==> config.mk <==
export PLATFORM = sky130hd
export DESIGN_NAME = alu_seq
export DESIGN_NICKNAME = d
export VERILOG_FILES = /design/src/rtl/alu_seq.sv
export SDC_FILE = /design/constraint.sdc
export NUM_CORES = 1
export LEC_CHECK = 0
export CORE_AREA = 2 2 185 323
export DETAILED_ROUTE_END_ITERATION = 10
export DIE_AREA = 0 0 187 325
export PLACE_DENSITY = 0.59
export RECOVER_POWER = 100
export SLEW_MARGIN = 40
export SYNTH_ARGS = -nofsm -noshare
export SYNTH_HDL_FRONTEND = slang
export SYNTH_SLANG_ARGS = --single-unit
==> constraint.sdc <==
create_clock -name clk -period 11.4 [get_ports clk]
set_input_delay 2.28 -clock clk [delete_from_list [all_inputs] [get_ports clk]]
set_output_delay 2.28 -clock clk [all_outputs]
set_load 0.01 [all_outputs]
==> src/rtl/alu_seq.sv <==
// Registered ALU with valid/ready handshakes on both sides and an iterative
// shift-add multiplier that retires one multiplier bit per clock.
module alu_seq #(
    parameter int WIDTH     = 32,
    parameter int CTRL_BITS = 4
) (
    input  logic                 clk,
    input  logic                 rst,
    input  logic                 in_valid,
    output logic                 in_ready,
    input  logic [WIDTH-1:0]     src1,
    input  logic [WIDTH-1:0]     src2,
    input  logic [CTRL_BITS-1:0] op,
    output logic                 out_valid,
    input  logic                 out_ready,
    output logic [WIDTH-1:0]     result,
    output logic [WIDTH-1:0]     result_hi,
    output logic                 zero,
    output logic                 ovf,
    output logic                 err
);

    localparam logic [CTRL_BITS-1:0] OP_AND = CTRL_BITS'(4'b0000);
    localparam logic [CTRL_BITS-1:0] OP_OR  = CTRL_BITS'(4'b0001);
    localparam logic [CTRL_BITS-1:0] OP_ADD = CTRL_BITS'(4'b0010);
    localparam logic [CTRL_BITS-1:0] OP_SUB = CTRL_BITS'(4'b0110);
    localparam logic [CTRL_BITS-1:0] OP_SLT = CTRL_BITS'(4'b0111);
    localparam logic [CTRL_BITS-1:0] OP_MUL = CTRL_BITS'(4'b1000);
    localparam logic [CTRL_BITS-1:0] OP_NOR = CTRL_BITS'(4'b1100);

    localparam int                CNT_W    = $clog2(WIDTH);
    localparam logic [CNT_W-1:0]  CNT_LAST = CNT_W'(WIDTH - 1);

    typedef enum logic [1:0] {IDLE, MUL_RUN, DONE} state_t;

    state_t               state_q, state_d;
    logic [WIDTH-1:0]     result_q, result_d;
    logic [WIDTH-1:0]     hi_q, hi_d;
    logic                 zero_q, zero_d;
    logic                 ovf_q, ovf_d;
    logic                 err_q, err_d;
    logic [2*WIDTH-1:0]   acc_q, acc_d;
    logic [2*WIDTH-1:0]   mcand_q, mcand_d;
    logic [WIDTH-1:0]     mplier_q, mplier_d;
    logic [CNT_W-1:0]     cnt_q, cnt_d;

    logic [WIDTH-1:0]     sum, diff, alu_res;
    logic                 alu_ovf, alu_err;
    logic [2*WIDTH-1:0]   prod_next;
    logic                 accept;

    assign sum  = src1 + src2;
    assign diff = src1 - src2;

    always_comb begin
        alu_res = '0;
        alu_ovf = 1'b0;
        alu_err = 1'b0;
        case (op)
            OP_AND: alu_res = src1 & src2;
            OP_OR:  alu_res = src1 | src2;
            OP_ADD: begin
                alu_res = sum;
                alu_ovf = (src1[WIDTH-1] == src2[WIDTH-1]) && (sum[WIDTH-1] != src1[WIDTH-1]);
            end
            OP_SUB: begin
                alu_res = diff;
                alu_ovf = (src1[WIDTH-1] != src2[WIDTH-1]) && (diff[WIDTH-1] != src1[WIDTH-1]);
            end
            // Direct signed compare, so wraparound of src1-src2 cannot flip the answer
            OP_SLT: alu_res = {{(WIDTH-1){1'b0}}, ($signed(src1) < $signed(src2))};
            OP_NOR: alu_res = ~(src1 | src2);
            OP_MUL: alu_res = '0;
            default: alu_err = 1'b1;
        endcase
    end

    assign prod_next = acc_q + (mplier_q[0] ? mcand_q : '0);
    assign in_ready  = (state_q == IDLE) || ((state_q == DONE) && out_ready);
    assign accept    = in_valid && in_ready;

    always_comb begin
        state_d  = state_q;
        result_d = result_q;
        hi_d     = hi_q;
        zero_d   = zero_q;
        ovf_d    = ovf_q;
        err_d    = err_q;
        acc_d    = acc_q;
        mcand_d  = mcand_q;
        mplier_d = mplier_q;
        cnt_d    = cnt_q;
        case (state_q)
            IDLE, DONE: begin
                if (accept) begin
                    if (op == OP_MUL) begin
                        state_d  = MUL_RUN;
                        acc_d    = '0;
                        mcand_d  = {{WIDTH{1'b0}}, src1};
                        mplier_d = src2;
                        cnt_d    = '0;
                    end else begin
                        state_d  = DONE;
                        result_d = alu_res;
                        hi_d     = '0;
                        zero_d   = (alu_res == '0);
                        ovf_d    = alu_ovf;
                        err_d    = alu_err;
                    end
                end else if (state_q == DONE && out_ready) begin
                    state_d = IDLE;
                end
            end
            MUL_RUN: begin
                acc_d    = prod_next;
                mcand_d  = mcand_q << 1;
                mplier_d = mplier_q >> 1;
                cnt_d    = cnt_q + CNT_W'(1);
                // Last bit: publish the product taken straight from the adder
                if (cnt_q == CNT_LAST) begin
                    state_d  = DONE;
                    result_d = prod_next[WIDTH-1:0];
                    hi_d     = prod_next[2*WIDTH-1:WIDTH];
                    zero_d   = (prod_next[WIDTH-1:0] == '0);
                    ovf_d    = (prod_next[2*WIDTH-1:WIDTH] != '0);
                    err_d    = 1'b0;
                end
            end
            default: state_d = IDLE;
        endcase
    end

    always_ff @(posedge clk or posedge rst) begin
        if (rst) begin
            state_q  <= IDLE;
            result_q <= '0;
            hi_q     <= '0;
            zero_q   <= 1'b0;
            ovf_q    <= 1'b0;
            err_q    <= 1'b0;
            acc_q    <= '0;
            mcand_q  <= '0;
            mplier_q <= '0;
            cnt_q    <= '0;
        end else begin
            state_q  <= state_d;
            result_q <= result_d;
            hi_q     <= hi_d;
            zero_q   <= zero_d;
            ovf_q    <= ovf_d;
            err_q    <= err_d;
            acc_q    <= acc_d;
            mcand_q  <= mcand_d;
            mplier_q <= mplier_d;
            cnt_q    <= cnt_d;
        end
    end

    assign out_valid = (state_q == DONE);
    assign result    = result_q;
    assign result_hi = hi_q;
    assign zero      = zero_q;
    assign ovf       = ovf_q;
    assign err       = err_q;

endmodule
# Word level (Yosys, flattened, before mapping)
# Cells that the tools add are included.
word_totals:
  inputBits: 72
  word_cells: 93
  regBits: 234
  output_inout_bits: 69
classes:
  bitwise_logic: 3
  n_eq_ne: 18
  n_lt_le_gt_ge: 1
  addsub: 4
  muxes: 41
  n_reduce_logical: 16
ops:
  columns: ["operator", "count"]
  rows:
  - ["$mux W64", 5]
  - ["$mux W32", 8]
  - ["$pmux W64 S2", 2]
  - ["$pmux W32 S2", 3]
  - ["$pmux W32 S6", 1]
  - ["$add A64 B64 Y64", 1]
  - ["$logic_not A32 Y1", 2]
  - ["$add A32 B32 Y32", 1]
  - ["$and A32 B32 Y32", 1]
  - ["$lt A32 B32 Y1", 1]
  - ["$not A32 Y32", 1]
  - ["$or A32 B32 Y32", 1]
  - ["$reduce_bool A32 Y1", 1]
  - ["$sub A32 B32 Y32", 1]
  - ["$mux W1", 10]
  - ["$mux W5", 2]
  - ["$pmux W5 S2", 1]
  - ["$eq A4 B3 Y1 const B", 2]
  - ["$eq A4 B4 Y1 const B", 2]
  - ["$mux W2", 4]
  - ["$ne A2 B2 Y1 const B", 4]
  - ["$pmux W1 S2", 4]
  - ["$reduce_or A6 Y1", 1]
  - ["$add A5 B1 Y5 const B", 1]
  - ["other kinds (18)", 23]

# Depth between registers and ports, before layout
# Gate-level depths: netlist of run 1.
depth:
  word_depth: 7
  mapped_depth: 17
  ltp_nobuf: 14

# Worst setup path before layout of run 1
# OpenSTA, ideal clock, no wires.
synth_path:
  path_kind: "input to register"
  startpoint: "input port src1[0]"
  endpoint: "register zero_q (netlist: zero)"
  arrival_ns: 5.134
  cell_stages: 14
  n_path_buf: 0
  setup_time_ns: 0.077
  slack_ns: 6.190
  required_time_ns: 11.323
  path_cell_list: "inv_1 -> ha_1 -> fa_1 -> o21bai_1 -> nand3_1 -> a211oi_4 -> a2111oi_4 -> o31a_1 -> a221o_1 -> a21oi_2 -> o2111ai_1 -> nor4_1 -> nand4_1 -> o21ai_1"
synth_between:
  elab_chain_cells: 7
  word_cells_on_any_way: 11
  classes_between: "add/sub (2); order compare (1); mux (4); bitwise (3); reduce/logical (1)"
synth_lines:
  columns: ["item", "line_no", "rtl"]
  rows:
  - ["start, declared", "11", "input logic [WIDTH-1:0] src1,"]
  - ["parallel branches: the longest is 2 deep, another holds $sub A32 B32 Y32", null, null]
  - ["$pmux W32 S6 *", "59", "case (op)"]
  - ["$logic_not A32 Y1 *", "106", "zero_d = (alu_res == '0);"]
  - ["$mux W1 *", "96", "if (op == OP_MUL) begin"]
  - ["$mux W1 *", "95", "if (accept) begin"]
  - ["$pmux W1 S2 *", "93", "case (state_q)"]
  - ["end signal, assigned", "149", "zero_q <= zero_d;"]
  - ["end, declared", "39", "logic zero_q, zero_d;"]
# Mark *: on every way between the ends. The select of a mux whose other input is x is not followed.
# A chain may end at the register's enable or synchronous reset.

# Worst setup path in the final report of run 1
layout_path:
  startpoint: "input port op[3]"
  endpoint: "register acc_q[24]"
layout_between:
  elab_chain_cells: 3
layout_lines:
  columns: ["item", "line_no", "rtl"]
  rows:
  - ["start, declared", "13", "input logic [CTRL_BITS-1:0] op,"]
  - ["$eq A4 B4 Y1", "96", null]
  - ["$ne A2 B2 Y1 (no line)", null, null]
  - ["$reduce_and A3 Y1 (no line)", null, null]
  - ["end signal, assigned", "141", "acc_q <= '0;"]
  - ["end signal, assigned", "152", "acc_q <= acc_d;"]
  - ["end, declared", "42", "logic [2*WIDTH-1:0] acc_q, acc_d;"]
# No other way between the ends.

==> impl_metrics.py, run 1 <==
metrics = {
    "placement": {
        "pre_cts_slack_ns": 4.22,
        "portBuffers": 140,
        "dpl_cell_area_um2": 22200,
        "routabilityCongestion": 0.914,
        "dp_hpwl_um": 57200,
    },
    "sta": {
        "slew_headroom_pct": -246,
        "finalMaxSlewViolations": 349,
        "fin_crit_ns": 7.13,
        "whs_ns": 0.470,
        "fin_setup_tns_ns": 0,
        "finalSetupViolations": 0,
        "fmax_ghz": 0.140,
        "finalHoldViolCount": 0,
        "finalWorstSetupSlack_ns": 4.27,
        "rsz0062_at_grt": "false",
        "fin_worst_skew_ns": 0.0130,
        "worst_pin_slew_ns": 5.16,
        "fin_crit_sh_pct": 62.6,
    },
    "detailed_routing": {
        "route.detailed.drc": 0,
        "dr.first_iter.drc_count": 1234,
        "vias": 19600,
        "viasPerCell": 5.71,
        "wirelength_um": 74400,
        "ant_nets": 0,
        "drtPass1Iterations": 8,
        "post_drt_wl_per_cell_um": 21.7,
    },
    "global_route": {
        "grt_pass1_wl_um": 115000,
        "grtUsageTotal_pct": 23.8,
        "globalRoute.totalOverflow": 0,
        "grt_pass1_vias": 19600,
        "antenna_found_initial": 0,
        "grt_start_max_net_pins": 109,
    },
    "setup_path": {
        "critPathMaxStageDelay_ns": 1.56,
        "critPathLaunchType": "input pin",
        "end_kind": "flip-flop",
        "worstPathCellList": "dlygate4sd3_1 -> nor4b_1 -> and3_1 -> nor2_1 -> clkbuf_1 -> a22o_1",
        "critPathKind": "input pin to flip-flop",
        "path_delay_family": "simple AND/OR/NAND/NOR gates",
        "crit_buf_inv": 2,
        "cpMaxStageDelayCell": "and3_1",
        "critical_path.max_fanout": 52,
        "cp.arrival_ns": 7.60,
        "critPathRequiredTime_ns": 11.86,
    },
    "logic_synthesis": {
        "yosysMostFrequentCell": "nand2_1",
        "synth_area_leaders": "dfrtp_1 (29%), ha_1 (11%), nand2_1 (8.7%), o21ai_0 (5.3%), a21oi_1 (4.0%)",
        "ys_ff_latch": 234,
        "syn-cell-area_um2": 20200,
        "synth_area_leader_cell": "dfrtp_1",
        "postSynthAreaPerCell_um2": 7.72,
        "yosysUniqueCellTypes": 104,
        "synth_edf_count": 0,
        "ys_top_cells_by_count": "nand2_1 (469), dfrtp_1 (234), o21ai_0 (212)",
        "yosysSeqAreaShare_pct": 29.0,
        "synthFlopType": "dfrtp_1",
        "synth_top_area_share_pct": 29.0,
        "ys_async_sr_fraction_pct": 100,
        "ys_warn_count": 0,
        "synth_nets": 2865,
        "synthCells": 2617,
    },
    "power_and_ir_drop": {
        "fin_total_pwr_w": 0.00490,
        "power.leakage_nw": 10.4,
        "ir_drop_v": 0.000124,
        "power_density_nw_per_um2": 213,
    },
    "clocking": {
        "htree_levels": 1,
        "root_buffer": "clkbuf_16",
        "clock_sinks": 234,
        "cts_hold_buf": 0,
        "worst_skew_pair.late_latency_ns": 0.58,
        "clockBufferDepth": 3,
        "ctsResizeCount": 0,
        "path_clk_slew_ns": 0.06,
        "cts_tree": "done",
        "cts_made_buffers": 26,
        "postCtsSetupBuffers": 0,
    },
    "cells_and_area": {
        "drive_above_1_share_pct": 5.38,
        "area_growth_pct": 13.9,
        "fin_area_um2": 23000,
        "nNetsFinal": 2889,
        "antenna_cells": 0,
    },
    "die": {
        "die_area_um2": 60800,
        "dieWidth_um": 187,
        "ios": 141,
        "rows": 117,
        "floorplan.initialDensity_pct": 34.8,
        "die_h_um": 325,
        "placeableCoreArea_um2": 58100,
    },
    "run_status": {
        "status": "finished with violations",
        "violations": "max-capacitance violations, max-slew violations",
    },
    "job": {
        "max_cap_viol_count": 5,
    },
    "hold_path": {
        "hp-class": "flip-flop to flip-flop",
    },
}
[routing by layer]
layer  global-route usage [%]  wire, µm  up-vias
li1                         -         -     9383
met1                     26.0     28400     9523
met2                     46.2     40100      525
met3                     1.95      2450      145
met4                     10.6      3330        0
met5                        0         0        -
[worst register-to-register path: stages (launching register included)]
cell and delay (ns):
dfrtp_1 0.36, buf_4 0.30, and2_1 0.27, ha_1 0.21, fa_1 0.46, a211oi_1 0.40, o21ai_1 0.24, a211oi_1 0.34
o21bai_1 0.21, a21oi_1 0.48, o21ai_1 0.33, nor2b_1 0.38, nor3_1 0.13, nor3_1 0.61, nor4b_2 0.46, a31oi_1 0.16
[cells by family (layout without fill, tap and decap cells)]
| logic type | Yosys count | in the layout | share of synthesized area, % |
|---|---|---|---|
| AOI/OAI and AO/OA | 805 | 805 | 26.6 |
| xor gates and xnor gates | 63 | 63 | 2.73 |
| adders and majority gates | 176 | 176 | 11.0 |
| buffers and inverters | 295 | 336 | 5.83 |
| DFF | 234 | 234 | 29.0 |
| muxes | 40 | 40 | 2.06 |
| and+or+nand+nor | 1004 | 1004 | 22.8 |
[final timing paths]
path	from	to	slack (ns)	cells past startpoint
worst max-delay path	op[3]	acc_q[24]	4.27	6
worst min-delay path	result_hi[16]	result_hi[16]	0.47	2
worst max register to register	mplier_q[0]	ovf	5.91	15
worst min register to register	result_hi[16]	result_hi[16]	0.47	2
max in group asynchronous	rst	mcand_q[36]	5.32	3
min in group asynchronous	rst	result_hi[30]	3.71	2
[power breakdown]
group	leakage [nW]	internal, W	switching [W]
Combinational	6.98	0.000966	0.00172
Sequential	2.95	0.00113	0.000207
Clock	0.424	0.000505	0.000378
[through the flow]
step,util (%),std cells
after detailed placement,38.2,3386
after CTS,39.7,3431
after global placement,38.1,3386
final,39.6,3431
after global routing,39.6,3431
after floorplan,-,2617
[sequential cells by signal (all words and copies together), names as in the netlist]
register,cells
acc_q,64
err,1
result_hi,32
mcand_q,64
ovf,1
state_q,2
zero,1
mplier_q,32
result,32
cnt_q,5
[final cells by class]
cell class,count,area [µm²]
fillers,6061,35100
clock inverters,10,125
clock buffers,35,746
multi-input cells,2088,13200
well taps,773,967
repair buffers,167,1600
flip-flops and latches,234,5860
inverters,124,467
[layout by cell type, fill, tap and decap left out, drive strengths merged, types with 27 or more instances in the layout]
cell type	instances
nand4	35
clkdlybuf4s50	68
nand2	469
nand3	53
a21o	39
ha	173
dlygate4sd3	72
nor3	59
and2	75
dfrtp	234
a21oi	168
inv	124
xor2	27
o211ai	27
a31oi	85
mux2i	28
xnor2	36
o31ai	32
o21ai	226
nor2	192
clkbuf	38
Note: power is estimated with default switching activity, not from simulation.
==> run 2, diff against run 1 <==
--- a/config.mk
+++ b/config.mk
@@ -8,7 +8,7 @@
 export CORE_AREA = 2 2 185 323
 export DETAILED_ROUTE_END_ITERATION = 10
 export DIE_AREA = 0 0 187 325
-export PLACE_DENSITY = 0.59
+export PLACE_DENSITY = 0.61
 export RECOVER_POWER = 100
 export SLEW_MARGIN = 40
 export SYNTH_ARGS = -nofsm -noshare
==> constraint.sdc (replaced) <==
create_clock -name clk -period 5.88 [get_ports clk]
set_input_delay 1.176 -clock clk [delete_from_list [all_inputs] [get_ports clk]]
set_output_delay 1.176 -clock clk [all_outputs]
set_load 0.01 [all_outputs]
==> impl_metrics.py, run 2 (synthesis gave the netlist of run 1 again) <==
metrics = {
    "power_and_ir_drop": {
        "ir_drop_v": 0.000270,
        "power.leakage_nw": 10.4,
        "fin_total_pwr_w": 0.00942,
        "power_density_nw_per_um2": 409,
    },
    "setup_path": {
        "cp.arrival_ns": 5.94,
        "crit_buf_inv": 1,
        "reg2regPathDepth": 14,
        "worstReg2RegEnd": "ovf",
        "path_delay_family": "compound AO/OA/AOI/OAI gates",
        "endpoint": "ovf",
        "end_kind": "flip-flop",
        "critPathMaxStageDelay_ns": 0.72,
        "cpMaxStageDelayCell": "a21oi_1",
        "critical_path.max_fanout": 40,
        "crit_start": "mplier_q[0]",
        "crit_cells": 14,
        "critPathRequiredTime_ns": 6.33,
        "rrSetupSlack_ns": 0.38,
        "critPathLaunchType": "flip-flop",
        "worstPathCellList": "buf_4 -> and2_0 -> ha_1 -> nand4_1 -> nor3_1 -> o311ai_0 -> a31oi_1 -> o2111ai_1 -> a21oi_1 -> a32o_1 -> o211ai_1 -> or4b_1 -> nor4b_1 -> a31oi_1",
        "worst_path_most_repeated_cell": "a31oi_1",
        "r2r_start": "mplier_q[0]",
        "critPathKind": "flip-flop to flip-flop",
    },
    "die": {
        "die_h_um": 325,
        "ios": 141,
        "dieWidth_um": 187,
        "placeableCoreArea_um2": 58100,
        "rows": 117,
        "die_area_um2": 60800,
        "floorplan.initialDensity_pct": 34.8,
    },
    "detailed_routing": {
        "route.detailed.drc": 0,
        "post_drt_wl_per_cell_um": 21.9,
        "dr.first_iter.drc_count": 1293,
        "ant_nets": 0,
        "viasPerCell": 5.71,
        "wirelength_um": 75700,
        "drtPass1Iterations": 6,
        "vias": 19800,
    },
    "global_route": {
        "globalRoute.totalOverflow": 0,
        "use_met3_pct": 1.89,
        "grt_pass1_vias": 20100,
        "grtUsageMet1_pct": 26.1,
        "grt_pass1_wl_um": 117000,
        "antenna_found_initial": 1,
        "grt_start_max_net_pins": 178,
        "grt-busiest-layer": "met2",
        "use_met2_pct": 47.9,
        "grtUsageTotal_pct": 24.4,
    },
    "clocking": {
        "worst_skew_pair.late_latency_ns": 0.58,
        "root_buffer": "clkbuf_16",
        "path_clk_slew_ns": 0.07,
        "cts_made_buffers": 26,
        "cts_tree": "done",
        "cts_hold_buf": 0,
        "postCtsSetupBuffers": 0,
        "clock_sinks": 234,
        "htree_levels": 1,
        "clockBufferDepth": 3,
        "ctsResizeCount": 0,
    },
    "sta": {
        "finalHoldViolCount": 0,
        "worst_pin_slew_ns": 3.03,
        "rsz0062_at_grt": "false",
        "finalSetupViolations": 0,
        "slew_headroom_pct": -102,
        "fin_crit_sh_pct": 93.5,
        "fin_crit_ns": 5.50,
        "fin_worst_skew_ns": 0.0141,
        "finalMaxSlewViolations": 338,
        "fin_setup_tns_ns": 0,
        "fmax_ghz": 0.182,
    },
    "placement": {
        "routabilityCongestion": 0.931,
        "dp_hpwl_um": 59100,
        "dpl_cell_area_um2": 22400,
        "portBuffers": 140,
    },
    "cells_and_area": {
        "drive_above_1_share_pct": 5.80,
        "reg.largest.list": "acc_q: 64 flops, mcand_q: 64 flops",
        "nNetsFinal": 2918,
        "nFillCells": 6064,
        "fin_area_um2": 23000,
        "layout_common_cells": "nand2_1 (469), dfrtp_1 (234), o21ai_0 (214)",
        "final_common_cell": "nand2_1",
        "area_growth_pct": 14.1,
    },
    "run_status": {
        "violations": "max-capacitance violations, max-slew violations",
        "status": "finished with violations",
    },
    "hold_path": {
        "min-delay-start": "result_hi[9]",
        "hp-class": "flip-flop to flip-flop",
    },
    "job": {
        "max_cap_viol_count": 6,
    },
}
[run 2: cell type report]
cell class / count / area, µm² / area share [%]
multi-input cells: 2088 / 13100 / 57.0
clock inverters: 14 / 96.3 / 0.418
repair buffers: 196 / 1800 / 7.82
flip-flops and latches: 234 / 5860 / 25.4
diodes: 1 / 2.50 / 0.0109
well taps: 773 / 967 / 4.20
inverters: 124 / 467 / 2.02
clock buffers: 34 / 722 / 3.13
[run 2: power by group]
| group | internal [W] | total (W) | switching (W) | leakage, nW |
|---|---|---|---|---|
| Sequential | 0.00218 | 0.00260 | 0.000416 | 2.95 |
| Combinational | 0.00188 | 0.00520 | 0.00332 | 7.09 |
| Clock | 0.000873 | 0.00162 | 0.000752 | 0.387 |
| Total | 0.00494 | 0.00942 | 0.00449 | 10.4 |
[run 2: worst reg2reg max path, stage by stage (launching register included)]
cell and delay [ns]:
dfrtp_1 0.39, buf_4 0.24, and2_0 0.25, ha_1 0.48, nand4_1 0.25, nor3_1 0.38
o311ai_0 0.22, a31oi_1 0.52, o2111ai_1 0.32, a21oi_1 0.72, a32o_1 0.38, o211ai_1 0.12
or4b_1 0.61, nor4b_1 0.36, a31oi_1 0.13
[run 2: worst min-delay path by stage]
stage                               end  slack, ns  depth (start not counted)
after global placement    result_hi[12]       0.46                          2
after floorplan               acc_q[38]       0.45                          2
after CTS                 result_hi[22]       0.48                          2
after global routing      result_hi[16]       0.50                          2
final                      result_hi[9]       0.47                          2
after detailed placement  result_hi[22]       0.47                          2
[run 2: per-layer routing]
metal | part of all wire [%] | vias up
met2 | 54 | 569
li1 | - | 9446
met4 | 5.0 | 0
met5 | 0 | -
met1 | 38 | 9602
met3 | 3.6 | 179
[run 2: through the flow]
stage	hold slack (ns)	std cells	util, %	worst slack, ns
final	0.469	3464	39.7	0.382
after global placement	0.465	3412	38.5	-0.188
after CTS	0.483	3462	40.0	0.706
after floorplan	0.452	2617	-	1.64
after global routing	0.499	3464	39.7	0.264
after detailed placement	0.467	3414	38.6	0.0884
==> run 3, diff against run 2 <==
--- a/config.mk
+++ b/config.mk
@@ -5,10 +5,10 @@
 export SDC_FILE = /design/constraint.sdc
 export NUM_CORES = 1
 export LEC_CHECK = 0
-export CORE_AREA = 2 2 185 323
+export CORE_AREA = 2 2 148 259
 export DETAILED_ROUTE_END_ITERATION = 10
-export DIE_AREA = 0 0 187 325
-export PLACE_DENSITY = 0.61
+export DIE_AREA = 0 0 150 261
+export PLACE_DENSITY = 0.85
 export RECOVER_POWER = 100
 export SLEW_MARGIN = 40
 export SYNTH_ARGS = -nofsm -noshare
==> impl_metrics.py, run 3 (synthesis gave the netlist of run 1 again) <==
metrics = {
    "die": {
        "dieWidth_um": 150,
        "die_area_um2": 39200,
        "placeableCoreArea_um2": 37200,
        "rows": 94,
        "floorplan.initialDensity_pct": 54.4,
        "die_h_um": 261,
        "ios": 141,
    },
    "detailed_routing": {
        "viasPerCell": 6.47,
        "dr.first_iter.drc_count": 1441,
        "post_drt_wl_per_cell_um": 22.4,
        "route.detailed.drc": 0,
        "ant_nets": 0,
        "drtPass1Iterations": 5,
        "vias": 20400,
        "wirelength_um": 70800,
    },
    "global_route": {
        "grt_pass1_wl_um": 110000,
        "grtUsageTotal_pct": 35.7,
        "globalRoute.totalOverflow": 0,
        "antenna_found_initial": 0,
        "grt_pass1_vias": 20500,
        "grt_start_max_net_pins": 104,
    },
    "clocking": {
        "clockBufferDepth": 3,
        "postCtsSetupBuffers": 0,
        "clock_sinks": 234,
        "root_buffer": "clkbuf_16",
        "worst_skew_pair.late_latency_ns": 0.57,
        "cts_tree": "done",
        "cts_hold_buf": 0,
        "ctsResizeCount": 0,
        "cts_made_buffers": 24,
        "htree_levels": 1,
        "path_clk_slew_ns": 0.07,
    },
    "run_status": {
        "violations": "max-capacitance violations, max-slew violations",
        "status": "finished with violations",
    },
    "sta": {
        "worst_pin_slew_ns": 3.77,
        "finalMaxSlewViolations": 379,
        "fin_worst_skew_ns": 0.0235,
        "finalSetupViolations": 0,
        "rsz0062_at_grt": "false",
        "finalHoldViolCount": 0,
        "fin_setup_tns_ns": 0,
        "finalWorstSetupSlack_ns": 0.410,
        "fmax_ghz": 0.183,
        "fin_crit_ns": 5.47,
        "slew_headroom_pct": -151,
        "fin_crit_sh_pct": 93.0,
    },
    "cells_and_area": {
        "drive_above_1_share_pct": 5.76,
        "area_growth_pct": 12.4,
        "reg.largest.list": "acc_q: 64 flops, mcand_q: 64 flops",
        "fin_util_pct": 61.1,
        "nFillCells": 3371,
        "layout_common_cells": "nand2_1 (469), dfrtp_1 (234), o21ai_0 (216)",
        "final_common_cell": "nand2_1",
        "nNetsFinal": 2905,
    },
    "power_and_ir_drop": {
        "power.leakage_nw": 10.4,
        "power_density_nw_per_um2": 416,
        "ir_drop_v": 0.000240,
    },
    "setup_path": {
        "end_kind": "flip-flop",
        "cp.arrival_ns": 5.98,
        "critPathLaunchType": "input pin",
        "critical_path.max_fanout": 11,
        "critPathRequiredTime_ns": 6.39,
        "critPathKind": "input pin to flip-flop",
    },
    "placement": {
        "portBuffers": 140,
        "pre_cts_slack_ns": 0.0892,
        "dp_hpwl_um": 54500,
        "routabilityCongestion": 1.02,
    },
    "job": {
        "max_cap_viol_count": 6,
    },
    "hold_path": {
        "hp-class": "flip-flop to flip-flop",
    },
}
run 3: cell count changes in the layout (fill, tap and decap cells not counted), sizes merged:
cell and delta:
buf -11, bufinv +2, clkbuf -5, clkdlybuf4s50 +3, clkinv +2, clkinvlp -5, dlygate4sd3 -3, inv +2
run 3: critical path, stage by stage:
cell	delay [ns]
clkdlybuf4s50_1	0.54
inv_1	0.06
ha_1	0.51
inv_1	0.18
a221oi_4	0.39
a211oi_4	0.12
buf_4	0.18
a2111oi_4	0.66
nor4_2	0.16
o311ai_2	0.39
a21boi_1	0.14
o21ai_0	0.65
a221oi_1	0.35
a211oi_1	0.34
a21o_1	0.12
run 3: worst paths after layout:
check,startpoint,end,slack (ns),cells after the start
max,src1[5],result[0],0.41,15
min,result_hi[1],result_hi[1],0.47,2
max reg2reg,mplier_q[0],ovf,0.54,15
min reg2reg,result_hi[1],result_hi[1],0.47,2
max in group asynchronous,rst,mcand_q[46],1.02,3
min in group asynchronous,rst,result_hi[5],0.99,2
run 3: where the power goes:
group          switching [W]  leakage [nW]  internal [W]
Combinational        0.00331          7.03       0.00189
Sequential          0.000439          2.95       0.00218
Clock               0.000736         0.410      0.000907
run 3: routing by layer:
layer  vias up  GRT usage (%)  routed length, µm
li1       9411              -                  -
met1      9841           37.6              24800
met2       864           65.5              36900
met3       304           3.21               3330
met4         0           25.9               5810
met5         -              0                  0
run 3: area by class of cell:
type | count | area (µm²) | share of cell area [%]
diodes | 1 | 2.50 | 0.0110
clock buffers | 29 | 661 | 2.91
clock inverters | 15 | 164 | 0.722
inverters | 124 | 467 | 2.06
multi-input cells | 2088 | 13200 | 58.3
flip-flops and latches | 234 | 5860 | 25.8
well taps | 480 | 601 | 2.65
repair buffers | 185 | 1720 | 7.59
run 3: per-stage QoR:
stage | instances | hold WS [ns] | cell area, µm² | total power (W)
detailed placement | 3111 | 0.466 | 22000 | 0.00771
global route | 3155 | 0.495 | 22700 | 0.0101
CTS | 3155 | 0.481 | 22800 | 0.00940
finish | 3156 | 0.472 | 22700 | 0.00945
floorplan | 2617 | 0.452 | 20200 | 0.00617
global placement | 3110 | 0.458 | 21900 | 0.00758
